==> src/rtl/uart_pkg.sv <==
// Shared UART definitions: FSM state encoding and parity-type constants,
// common to the receive deserializer and the transmit chain.
package uart_pkg;

  typedef enum logic [2:0] {
    IDLE   = 3'd0,
    START  = 3'd1,
    DATA   = 3'd2,
    PARITY = 3'd3,
    STOP   = 3'd4
  } state_t;

  localparam logic PAR_EVEN     = 1'b0;
  localparam logic PAR_ODD      = 1'b1;
  localparam int   PRESCALE_MIN = 8;

endpackage

==> src/rtl/uart_rx_frame_if.sv <==
// Receive-frame bus: serial line and frame configuration in, byte and
// status pulses out. The receiver is the slave side.
interface uart_rx_frame_if #(
  parameter int DATA_WIDTH = 8,
  parameter int PRESCALE_W = 6
);
  logic                  RX_IN;
  logic                  PAR_EN;
  logic                  PAR_TYP;
  logic [PRESCALE_W-1:0] Prescale;
  logic [DATA_WIDTH-1:0] P_DATA;
  logic                  Data_Valid;
  logic                  par_err;
  logic                  stp_err;

  modport master (
    output RX_IN, PAR_EN, PAR_TYP, Prescale,
    input  P_DATA, Data_Valid, par_err, stp_err
  );

  modport slave (
    input  RX_IN, PAR_EN, PAR_TYP, Prescale,
    output P_DATA, Data_Valid, par_err, stp_err
  );
endinterface

==> src/rtl/uart_rx_sampler.sv <==
// Per-bit edge counter and 3-sample majority vote around mid-bit.
// bit_done marks the cycle the voted bit is valid; bit_end the last edge of a bit.
module uart_rx_sampler #(
  parameter int PRESCALE_W = 6
) (
  input  logic                  clk,
  input  logic                  rst,
  input  logic                  rx,
  input  logic                  start,
  input  logic                  run,
  input  logic [PRESCALE_W-1:0] presc,
  output logic                  bit_val,
  output logic                  bit_done,
  output logic                  bit_end
);
  typedef logic [PRESCALE_W-1:0] cnt_t;

  cnt_t       edge_cnt;
  cnt_t       half;
  logic [2:0] smp;

  assign half     = presc >> 1;
  assign bit_end  = run && (edge_cnt == presc - cnt_t'(1));
  assign bit_done = run && (edge_cnt == half + cnt_t'(2));
  assign bit_val  = (smp[0] & smp[1]) | (smp[0] & smp[2]) | (smp[1] & smp[2]);

  // The start-edge cycle itself is edge 0, so the count resumes at 1.
  always_ff @(posedge clk or negedge rst)
    if (!rst)          edge_cnt <= '0;
    else if (start)    edge_cnt <= cnt_t'(1);
    else if (run)      edge_cnt <= bit_end ? '0 : edge_cnt + cnt_t'(1);
    else               edge_cnt <= '0;

  always_ff @(posedge clk or negedge rst)
    if (!rst) smp <= '0;
    else if (run) begin
      if (edge_cnt == half - cnt_t'(1)) smp[0] <= rx;
      if (edge_cnt == half)             smp[1] <= rx;
      if (edge_cnt == half + cnt_t'(1)) smp[2] <= rx;
    end

endmodule

==> src/rtl/uart_rx_frame.sv <==
// UART receive frame deserializer: FSM, LSB-first shift register, parity and
// stop checks. Define UART_RX_FALSE_START_CHECK_EN to drop glitchy start bits.
module uart_rx_frame
  import uart_pkg::*;
#(
  parameter int DATA_WIDTH = 8,
  parameter int PRESCALE_W = 6
) (
  input  logic           clk,
  input  logic           rst,
  uart_rx_frame_if.slave bus
);
  localparam int BCW = (DATA_WIDTH > 1) ? $clog2(DATA_WIDTH) : 1;

  state_t                state, nxt;
  logic [BCW-1:0]        bit_cnt;
  logic [DATA_WIDTH-1:0] shift;
  logic                  par_flag, par_en_q, par_typ_q;
  logic [PRESCALE_W-1:0] presc_q;
  logic                  start, run, bit_val, bit_done, bit_end, last_bit, exp_par;

  assign start    = (state == IDLE) && !bus.RX_IN;
  assign run      = (state != IDLE);
  assign last_bit = (bit_cnt == BCW'(DATA_WIDTH - 1));
  assign exp_par  = (par_typ_q == PAR_ODD) ? ~^shift : ^shift;

  uart_rx_sampler #(.PRESCALE_W(PRESCALE_W)) u_smp (
    .clk      (clk),
    .rst      (rst),
    .rx       (bus.RX_IN),
    .start    (start),
    .run      (run),
    .presc    (presc_q),
    .bit_val  (bit_val),
    .bit_done (bit_done),
    .bit_end  (bit_end)
  );

  always_ff @(posedge clk or negedge rst)
    if (!rst) state <= IDLE;
    else      state <= nxt;

  always_comb begin
    nxt = state;
    case (state)
      IDLE:    if (!bus.RX_IN) nxt = START;
      START:   if (bit_end) nxt = DATA;
      DATA:    if (bit_end && last_bit) nxt = par_en_q ? PARITY : STOP;
      PARITY:  if (bit_end) nxt = STOP;
      // Leave at resolution so a start edge right at the stop-bit end is caught.
      STOP:    if (bit_done) nxt = IDLE;
      default: nxt = IDLE;
    endcase
`ifdef UART_RX_FALSE_START_CHECK_EN
    if (state == START && bit_done && bit_val) nxt = IDLE;
`endif
  end

  always_ff @(posedge clk or negedge rst)
    if (!rst) begin
      bit_cnt        <= '0;
      shift          <= '0;
      par_flag       <= 1'b0;
      par_en_q       <= 1'b0;
      par_typ_q      <= PAR_EVEN;
      presc_q        <= '0;
      bus.P_DATA     <= '0;
      bus.Data_Valid <= 1'b0;
      bus.par_err    <= 1'b0;
      bus.stp_err    <= 1'b0;
    end else begin
      bus.Data_Valid <= 1'b0;
      bus.par_err    <= 1'b0;
      bus.stp_err    <= 1'b0;
      case (state)
        IDLE: if (start) begin
          par_en_q  <= bus.PAR_EN;
          par_typ_q <= bus.PAR_TYP;
          presc_q   <= bus.Prescale;
          bit_cnt   <= '0;
          par_flag  <= 1'b0;
        end
        DATA: begin
          if (bit_done) shift[bit_cnt] <= bit_val;
          if (bit_end)  bit_cnt <= last_bit ? '0 : bit_cnt + BCW'(1);
        end
        PARITY: if (bit_done && (bit_val != exp_par)) par_flag <= 1'b1;
        STOP: if (bit_done) begin
          if (!bit_val) begin
            bus.stp_err <= 1'b1;
            bus.par_err <= par_flag;
          end else if (par_flag) begin
            bus.par_err <= 1'b1;
          end else begin
            bus.P_DATA     <= shift;
            bus.Data_Valid <= 1'b1;
          end
        end
        default: ;
      endcase
    end

  a_presc_legal: assert property (@(posedge clk) disable iff (!rst)
    start |-> (!bus.Prescale[0] && (bus.Prescale >= PRESCALE_W'(PRESCALE_MIN))));

endmodule

==> src/flat_wrapper.sv <==
// flat-port wrapper written by rule: the top's interface ports become plain ports
module uart_rx_frame_flat import uart_pkg::*;
#(
  parameter int DATA_WIDTH = 8,
  parameter int PRESCALE_W = 6
)
  (clk, rst, bus_RX_IN, bus_PAR_EN, bus_PAR_TYP, bus_Prescale, bus_P_DATA, bus_Data_Valid, bus_par_err, bus_stp_err);
  uart_rx_frame_if #(.DATA_WIDTH(DATA_WIDTH), .PRESCALE_W(PRESCALE_W)) bus_i ();
  input  logic clk;
  input  logic rst;
  input wire logic [$bits(bus_i.RX_IN)-1:0] bus_RX_IN;
  input wire logic [$bits(bus_i.PAR_EN)-1:0] bus_PAR_EN;
  input wire logic [$bits(bus_i.PAR_TYP)-1:0] bus_PAR_TYP;
  input wire logic [$bits(bus_i.Prescale)-1:0] bus_Prescale;
  output wire logic [$bits(bus_i.P_DATA)-1:0] bus_P_DATA;
  output wire logic [$bits(bus_i.Data_Valid)-1:0] bus_Data_Valid;
  output wire logic [$bits(bus_i.par_err)-1:0] bus_par_err;
  output wire logic [$bits(bus_i.stp_err)-1:0] bus_stp_err;
  assign bus_i.RX_IN = bus_RX_IN;
  assign bus_i.PAR_EN = bus_PAR_EN;
  assign bus_i.PAR_TYP = bus_PAR_TYP;
  assign bus_i.Prescale = bus_Prescale;
  assign bus_P_DATA = bus_i.P_DATA;
  assign bus_Data_Valid = bus_i.Data_Valid;
  assign bus_par_err = bus_i.par_err;
  assign bus_stp_err = bus_i.stp_err;
  uart_rx_frame #(.DATA_WIDTH(DATA_WIDTH), .PRESCALE_W(PRESCALE_W)) u_core (.clk(clk), .rst(rst), .bus(bus_i));
endmodule
==> config.mk <==
export PLATFORM = sky130hd
export DESIGN_NAME = uart_rx_frame_flat
export DESIGN_NICKNAME = d
export VERILOG_FILES = /design/src/rtl/uart_pkg.sv /design/src/rtl/uart_rx_frame_if.sv /design/src/rtl/uart_rx_sampler.sv /design/src/rtl/uart_rx_frame.sv /design/src/flat_wrapper.sv
export SDC_FILE = /design/constraint.sdc
export NUM_CORES = 1
export LEC_CHECK = 0
export CAP_MARGIN = 20
export CORE_ASPECT_RATIO = 1.4
export CORE_UTILIZATION = 23
export DETAILED_ROUTE_END_ITERATION = 16
export GPL_TIMING_DRIVEN = 1
export HOLD_SLACK_MARGIN = 0.05
export PLACE_DENSITY = 0.41
export SLEW_MARGIN = 20
export SYNTH_ARGS = -nofsm -noshare
export SYNTH_HDL_FRONTEND = slang
export SYNTH_SLANG_ARGS = --single-unit
==> constraint.sdc <==
create_clock -name clk -period 5.1 [get_ports clk]
set_clock_uncertainty 0.15 [all_clocks]
set_input_delay 0.51 -clock clk [delete_from_list [all_inputs] [get_ports clk]]
set_output_delay 0.51 -clock clk [all_outputs]
set_load 0.01 [all_outputs]
==> results of run 1 <==
[through the flow]
stage	power, W	setup WS, ns	instance area [um2]	util [%]	hold slack [ns]
final	0.001954	2.194	3147	28.66	0.05802
after global routing	0.002116	1.942	3147	28.66	0.1244
after CTS	0.001986	2.147	3144	28.64	0.2898
after detailed placement	0.001600	2.165	2975	27.10	0.2801
after global placement	0.001606	2.207	2975	27.10	0.2747
after floorplan	0.001376	2.706	2633	-	0.06441
[layout make-up]
| class | count | area, um2 | share of cell area [%] |
|---|---|---|---|
| multi-input combinational | 188 | 1469 | 46.68 |
| sequential | 43 | 1076 | 34.19 |
| timing repair buffer | 23 | 222.7 | 7.078 |
| tap | 141 | 176.4 | 5.606 |
| clock buffer | 5 | 125.1 | 3.976 |
| clock inverter | 3 | 43.79 | 1.392 |
| inverter | 9 | 33.78 | 1.074 |
[synthesized netlist by cell type, types with 2 or more instances]
cell                       instances  area [um2]
sky130_fd_sc_hd__xnor2_2           2       32.53
sky130_fd_sc_hd__nor4_1            5       31.28
sky130_fd_sc_hd__mux2_2           25       281.5
sky130_fd_sc_hd__inv_1             9       33.78
sky130_fd_sc_hd__nand4b_1          2       17.52
sky130_fd_sc_hd__nand2_1          17       63.81
sky130_fd_sc_hd__clkbuf_1          3       11.26
sky130_fd_sc_hd__nand2b_1          3       18.77
sky130_fd_sc_hd__o211ai_1          2       15.01
sky130_fd_sc_hd__buf_2             5       25.02
sky130_fd_sc_hd__o21ai_0          11       55.05
sky130_fd_sc_hd__nor3b_1           3       22.52
sky130_fd_sc_hd__nor3_1           16       80.08
sky130_fd_sc_hd__nor2_1           10       37.54
sky130_fd_sc_hd__a21o_1            3       22.52
sky130_fd_sc_hd__buf_6             2       22.52
sky130_fd_sc_hd__xor2_1           11       96.34
sky130_fd_sc_hd__nand3_1           8       40.04
sky130_fd_sc_hd__xnor2_1          20       175.2
sky130_fd_sc_hd__or2_2             3       18.77
sky130_fd_sc_hd__nor2b_1           7       43.79
sky130_fd_sc_hd__dfrtp_1          43        1076
sky130_fd_sc_hd__ha_1             10       125.1
sky130_fd_sc_hd__nand4_1           4       25.02
sky130_fd_sc_hd__a21oi_1           4       20.02
[cells by family (layout without fill, tap and decap cells)]
family / after synthesis / after routing / share of synthesized area [%]
DFF: 43 / 43 / 40.87
AOI/OAI and AO/OA: 31 / 31 / 8.413
xor gates and xnor gates: 34 / 34 / 12.40
muxes: 25 / 25 / 10.69
adders and majority gates: 11 / 11 / 5.133
and+or+nand+nor: 87 / 87 / 18.82
buffers and inverters: 20 / 40 / 3.659
[report_power, final]
group          switching (W)  total (W)  internal (W)  leakage (nW)
sequential          0.000182   0.000621      0.000439         0.557
clock               0.000139   0.000370      0.000231        0.0838
combinational       0.000526   0.000963      0.000437         0.647
total               0.000847    0.00195       0.00111          1.29
[per-layer routing]
metal	vias to the layer above	GRT usage, %	part of all wire (%)
li1	920	-	-
met1	905	11.38	40
met2	24	20.57	55
met4	0	5.423	3.2
met5	-	0	0
met3	9	1.773	2.0
[path summary, 6_finish.rpt]
check | start | slack [ns] | end
worst max-delay path | u_core.presc_q[2] | 2.19 | u_core.state[0]
worst min-delay path | rst | 0.06 | u_core.u_smp.smp[2]
worst max register to register | u_core.presc_q[2] | 2.19 | u_core.state[0]
worst min register to register | u_core.par_flag | 0.29 | u_core.bus.Data_Valid
max in group asynchronous | rst | 4.33 | u_core.shift[1]
min in group clk | u_core.par_flag | 0.29 | u_core.bus.Data_Valid
[sequential cells by signal, summed over array words and instances, names as in the netlist, 3 cells and up]
name                   count
u_core.u_smp.smp           3
u_core.bit_cnt             3
u_core.state               3
u_core.u_smp.edge_cnt      6
u_core.shift               8
u_core.bus.P_DATA          8
u_core.presc_q             6
[worst max-delay path: stages (launching register included)]
cell and delay (ns):
sky130_fd_sc_hd__dfrtp_1 0.47, sky130_fd_sc_hd__inv_1 0.18, sky130_fd_sc_hd__ha_1 0.24, sky130_fd_sc_hd__nor3b_1 0.32, sky130_fd_sc_hd__nand2_1 0.16, sky130_fd_sc_hd__xnor2_1 0.20
sky130_fd_sc_hd__nor3_1 0.87, sky130_fd_sc_hd__a221oi_2 0.16
[layout by cell type, fill, tap and decap left out, types with 2 or more instances in the layout]
cell | netlist | final
sky130_fd_sc_hd__dfrtp_1 | 43 | 43
sky130_fd_sc_hd__mux2_2 | 25 | 25
sky130_fd_sc_hd__xnor2_1 | 20 | 20
sky130_fd_sc_hd__clkdlybuf4s50_1 | 0 | 20
sky130_fd_sc_hd__nand2_1 | 17 | 17
sky130_fd_sc_hd__nor3_1 | 16 | 16
sky130_fd_sc_hd__xor2_1 | 11 | 11
sky130_fd_sc_hd__o21ai_0 | 11 | 11
sky130_fd_sc_hd__nor2_1 | 10 | 10
sky130_fd_sc_hd__ha_1 | 10 | 10
sky130_fd_sc_hd__inv_1 | 9 | 9
sky130_fd_sc_hd__nand3_1 | 8 | 8
sky130_fd_sc_hd__nor2b_1 | 7 | 7
sky130_fd_sc_hd__nor4_1 | 5 | 5
sky130_fd_sc_hd__clkbuf_16 | 0 | 5
sky130_fd_sc_hd__nand4_1 | 4 | 4
sky130_fd_sc_hd__a21oi_1 | 4 | 4
sky130_fd_sc_hd__nor3b_1 | 3 | 3
sky130_fd_sc_hd__nand2b_1 | 3 | 3
sky130_fd_sc_hd__a21o_1 | 3 | 3
sky130_fd_sc_hd__or2_2 | 3 | 3
sky130_fd_sc_hd__buf_4 | 0 | 3
sky130_fd_sc_hd__xnor2_2 | 2 | 2
sky130_fd_sc_hd__nor4_4 | 1 | 2
sky130_fd_sc_hd__nand4b_1 | 2 | 2
sky130_fd_sc_hd__o211ai_1 | 2 | 2
==> impl_metrics.json, run 1 <==
{
  "total_number_of_clock_tree_sinks": 43,
  "syn-cell-area_um2": 2633,
  "detailedRoute.firstPassIterationCount": 4,
  "tightest_slew_ns": 1.044,
  "worst-r2r-cell-count": 7,
  "wl_per_cell_um": 14.35,
  "placeableCoreArea_um2": 10980,
  "grt_max_degree": 44,
  "cp_data_arrival_time_ns": 2.89,
  "category_of_the_critical_setup_timing_path": "flip-flop to flip-flop",
  "root_buffer_selected_by_cts": "sky130_fd_sc_hd__clkbuf_16",
  "rows": 45,
  "synth_warnings": 0,
  "start_kind": "flip-flop",
  "peakVddDrop_mv": 0.3079,
  "placed_cells": 404,
  "cts_hold_buffers_added": 0,
  "syn_nets": 272,
  "synth_cell_types": 48,
  "synth_seq_area_share_pct": 40.87,
  "period_share_pct": 56.99,
  "antenna_violating_nets_left": 0,
  "fin_crit_ns": 2.906,
  "run_status": "finished clean",
  "gr-usage-all-layers_pct": 10.84,
  "clkSlewWorstSetupHoldPaths_ns": 0.06,
  "place.port_buffers": 21,
  "finish_stage_setup_viols": 0,
  "drt_iter0_markers": 82,
  "wire_length_of_the_first_global_routing_pass_um": 9839,
  "gr-total-overflow": 0,
  "syn_inst": 251,
  "number_of_flops_mapped_to_enable_cells_by_yosys": 0,
  "routed_wl_um": 5913,
  "synth_to_layout_area_growth_pct": 19.53,
  "synth-async-reset-ratio_pct": 100.0,
  "cts_resized": 0,
  "yosys_register_bits": 43,
  "holdCritPathClass": "input port to asynchronous set/reset pin",
  "cts_inserted_buffers": 5,
  "die_area_um2": 11880,
  "cts_max_level": 2,
  "final_number_of_max_transition_violations": 0,
  "die-height_um": 128.6,
  "synthesis.area_per_instance_um2": 10.49,
  "grt_antenna_before_repair": 0,
  "antenna_cells": 0,
  "drt_drc_violations_left": 0,
  "num-fill-cells": 1154,
  "fmax_mhz": 344.1,
  "max-clock-path-buffers": 2,
  "dieWidth_um": 92.42,
  "total_leakage_power_nw": 1.288,
  "place_congestion": 0.8171,
  "postCtsSetupBuffers": 0,
  "most_used_flip_flop_cell_after_synthesis": "sky130_fd_sc_hd__dfrtp_1",
  "max_cap_viol_count": 0,
  "crit_path_end_kind": "flip-flop",
  "number_of_global_route_vias_before_repair": 1917,
  "pin_count": 22,
  "relSlewSlack_pct": 29.90,
  "clk-insertion-delay-late_ns": 0.29,
  "worst_path_fanout_max": 7,
  "vias_per_cell": 4.510,
  "drive_above_1_share_pct": 18.45,
  "final_hpwl_from_detailed_placement_um": 4537,
  "rsz0062_at_grt": "no",
  "final_nets": 291,
  "cts_tree": "done",
  "fin_hold_viols": 0,
  "start_util_pct": 23.98,
  "power.density_nw_per_um2": 621.1,
  "timing.setup.tns_ns": 0,
  "layout.cells.non_filler": 412,
  "worstPathRequired_ns": 5.08,
  "routed-via-count": 1858
}
(Power assumes the default switching activity.)
==> run 2: changes to the inputs <==
--- a/config.mk
+++ b/config.mk
@@ -11,7 +11,7 @@
 export DETAILED_ROUTE_END_ITERATION = 16
 export GPL_TIMING_DRIVEN = 1
 export HOLD_SLACK_MARGIN = 0.05
-export PLACE_DENSITY = 0.41
+export PLACE_DENSITY = 0.42
 export SLEW_MARGIN = 20
 export SYNTH_ARGS = -nofsm -noshare
 export SYNTH_HDL_FRONTEND = slang
==> constraint.sdc (replaced) <==
create_clock -name clk -period 2.43 [get_ports clk]
set_clock_uncertainty 0.15 [all_clocks]
set_input_delay 0.243 -clock clk [delete_from_list [all_inputs] [get_ports clk]]
set_output_delay 0.243 -clock clk [all_outputs]
set_load 0.01 [all_outputs]
==> impl_metrics.json, run 2 (same netlist as run 1, synthesis figures left out) <==
{
  "run_status": "finished clean",
  "worstPathRequired_ns": 2.48,
  "start_util_pct": 23.98,
  "power.density_nw_per_um2": 1373,
  "gr-total-overflow": 0,
  "stdcell_area_um2": 3608,
  "holdCritPathClass": "flip-flop to flip-flop",
  "rows": 45,
  "pwr-share-seq_pct": 24.1,
  "post_dp_cell_area_um2": 3223,
  "crit_path_end_kind": "flip-flop",
  "share_comb_of_total_power_pct": 59.8,
  "cell_internal_pwr_w": 0.002849,
  "final_number_of_max_transition_violations": 0,
  "cts_max_level": 2,
  "detailedRoute.firstPassIterationCount": 4,
  "utilization_pct": 32.87,
  "max-clock-path-buffers": 2,
  "cts_inserted_buffers": 5,
  "vias_per_cell": 4.500,
  "synth_to_layout_area_growth_pct": 37.07,
  "pin_count": 22,
  "clk-insertion-delay-late_ns": 0.29,
  "layout.cells.non_filler": 452,
  "fin_hold_viols": 0,
  "cp_data_arrival_time_ns": 2.40,
  "total_leakage_power_nw": 1.508,
  "finish_stage_setup_viols": 0,
  "fin_worst_hold_slack_ns": 0.2884,
  "drive_above_1_share_pct": 36.66,
  "grt_max_degree": 44,
  "total_number_of_clock_tree_sinks": 43,
  "max_cap_viol_count": 0,
  "wire_length_of_the_first_global_routing_pass_um": 10900,
  "root_buffer_selected_by_cts": "sky130_fd_sc_hd__clkbuf_16",
  "placeableCoreArea_um2": 10980,
  "gr-usage-all-layers_pct": 12.08,
  "fin_ws_ns": 0.08681,
  "place_congestion": 0.8061,
  "cts_tree": "done",
  "antenna_cells": 0,
  "largestRegisters": "u_core.bus.P_DATA (8), u_core.shift (8)",
  "swShare_pct": 42.49,
  "number_of_global_route_vias_before_repair": 2173,
  "routed-via-count": 2034,
  "worst_path_fanout_max": 4,
  "dieWidth_um": 92.42,
  "place.port_buffers": 21,
  "placed_cells": 437,
  "layout_commonest_cell": "sky130_fd_sc_hd__dfrtp_1",
  "tightest_slew_ns": 0.5715,
  "num-fill-cells": 1130,
  "wl_per_cell_um": 14.61,
  "routed_wl_um": 6603,
  "final_hpwl_from_detailed_placement_um": 4984,
  "start_kind": "flip-flop",
  "power_switching_w": 0.002104,
  "peakVddDrop_mv": 0.4223,
  "category_of_the_critical_setup_timing_path": "flip-flop to flip-flop",
  "drt_drc_violations_left": 0,
  "antenna_violating_nets_left": 0,
  "die_area_um2": 11880,
  "fmax_mhz": 426.8,
  "relSlewSlack_pct": 61.90,
  "layout.area.seq_um2": 1077,
  "multi_input_area_um2": 1608,
  "fin_crit_ns": 2.343,
  "final_nets": 331,
  "die-height_um": 128.6,
  "drt_iter0_markers": 35,
  "most-common-layout-cells": "sky130_fd_sc_hd__dfrtp_1, sky130_fd_sc_hd__buf_4, sky130_fd_sc_hd__mux2_2",
  "clkSlewWorstSetupHoldPaths_ns": 0.07,
  "period_share_pct": 96.43,
  "clkPwrFrac_pct": 16.1,
  "grt_antenna_before_repair": 0,
  "place_worst_setup_slack_ns": -0.05139
}
-- run 2: cell count changes in the layout (fill, tap and decap cells not counted), moves of 3 or more --
cell | before | now
sky130_fd_sc_hd__nor3_2 | 1 | 7
sky130_fd_sc_hd__ha_1 | 10 | 6
sky130_fd_sc_hd__buf_6 | 0 | 4
sky130_fd_sc_hd__o21ai_0 | 11 | 8
sky130_fd_sc_hd__buf_4 | 3 | 36
sky130_fd_sc_hd__nor3_1 | 16 | 9
sky130_fd_sc_hd__inv_1 | 9 | 6
-- run 2: stage by stage --
| step | power [W] | TNS, ns |
|---|---|---|
| final | 0.004953 | 0 |
| after global routing | 0.005339 | -0.01675 |
| after CTS | 0.004672 | -0.1089 |
| after detailed placement | 0.003829 | -0.1068 |
| after global placement | 0.003813 | -0.2412 |
| after floorplan | 0.002887 | 0 |
-- run 2: critical path, cell delays in order (launching register included) --
cell and delay, ns:
sky130_fd_sc_hd__dfrtp_1 0.42, sky130_fd_sc_hd__inv_2 0.14, sky130_fd_sc_hd__ha_4 0.16, sky130_fd_sc_hd__a21boi_4 0.18, sky130_fd_sc_hd__xnor2_2 0.08, sky130_fd_sc_hd__or3_4 0.39, sky130_fd_sc_hd__or4_4 0.52, sky130_fd_sc_hd__a221oi_2 0.21
-- run 2: repair_timing --
item                                    4_1_cts  5_1_grt
hold buffers                                  1        0
endpoints found under the setup margin       10       31
gates cloned                                  0        1
pin swaps                                     0        6
endpoints found under the hold margin        43        0
setup buffers                                 0        5
gates resized for setup                       4       35
-- run 2: worst paths after layout --
path                       depth (start not counted)                     to               from  slack, ns
min in group asynchronous                          3   u_core.bus.P_DATA[0]                rst       0.42
min                                                1  u_core.bus.Data_Valid    u_core.par_flag       0.29
min reg2reg                                        1  u_core.bus.Data_Valid    u_core.par_flag       0.29
max in group asynchronous                          3      u_core.presc_q[1]                rst       1.30
max                                                7        u_core.state[0]  u_core.presc_q[2]       0.09
max reg2reg                                        7        u_core.state[0]  u_core.presc_q[2]       0.09
-- run 2: cell type report --
cell class | count | area share [%]
multi-input cells | 188 | 44.56
flip-flops and latches | 43 | 29.85
repair buffers | 63 | 14.84
well taps | 141 | 4.889
clock buffers | 5 | 3.467
clock inverters | 3 | 1.318
inverters | 9 | 1.075
-- run 2: routing by layer --
layer  GRT usage (%)  wire [um]  vias up  part of all wire [%]
li1                -          -     1007                     -
met1           12.93       2597      984                    39
met2           22.27       3599       29                    55
met3           1.773        121       14                   1.8
met4           7.169        284        0                   4.3
met5               0          0        -                     0
-- run 2: power groups by stage --
stage	sequential, W	clock, W	combinational [W]
floorplan	0.00109	0	0.00180
global placement	0.00119	0	0.00262
detailed placement	0.00119	0	0.00264
CTS	0.00118	0.000825	0.00267
global route	0.00123	0.000846	0.00326
finish	0.00120	0.000797	0.00296
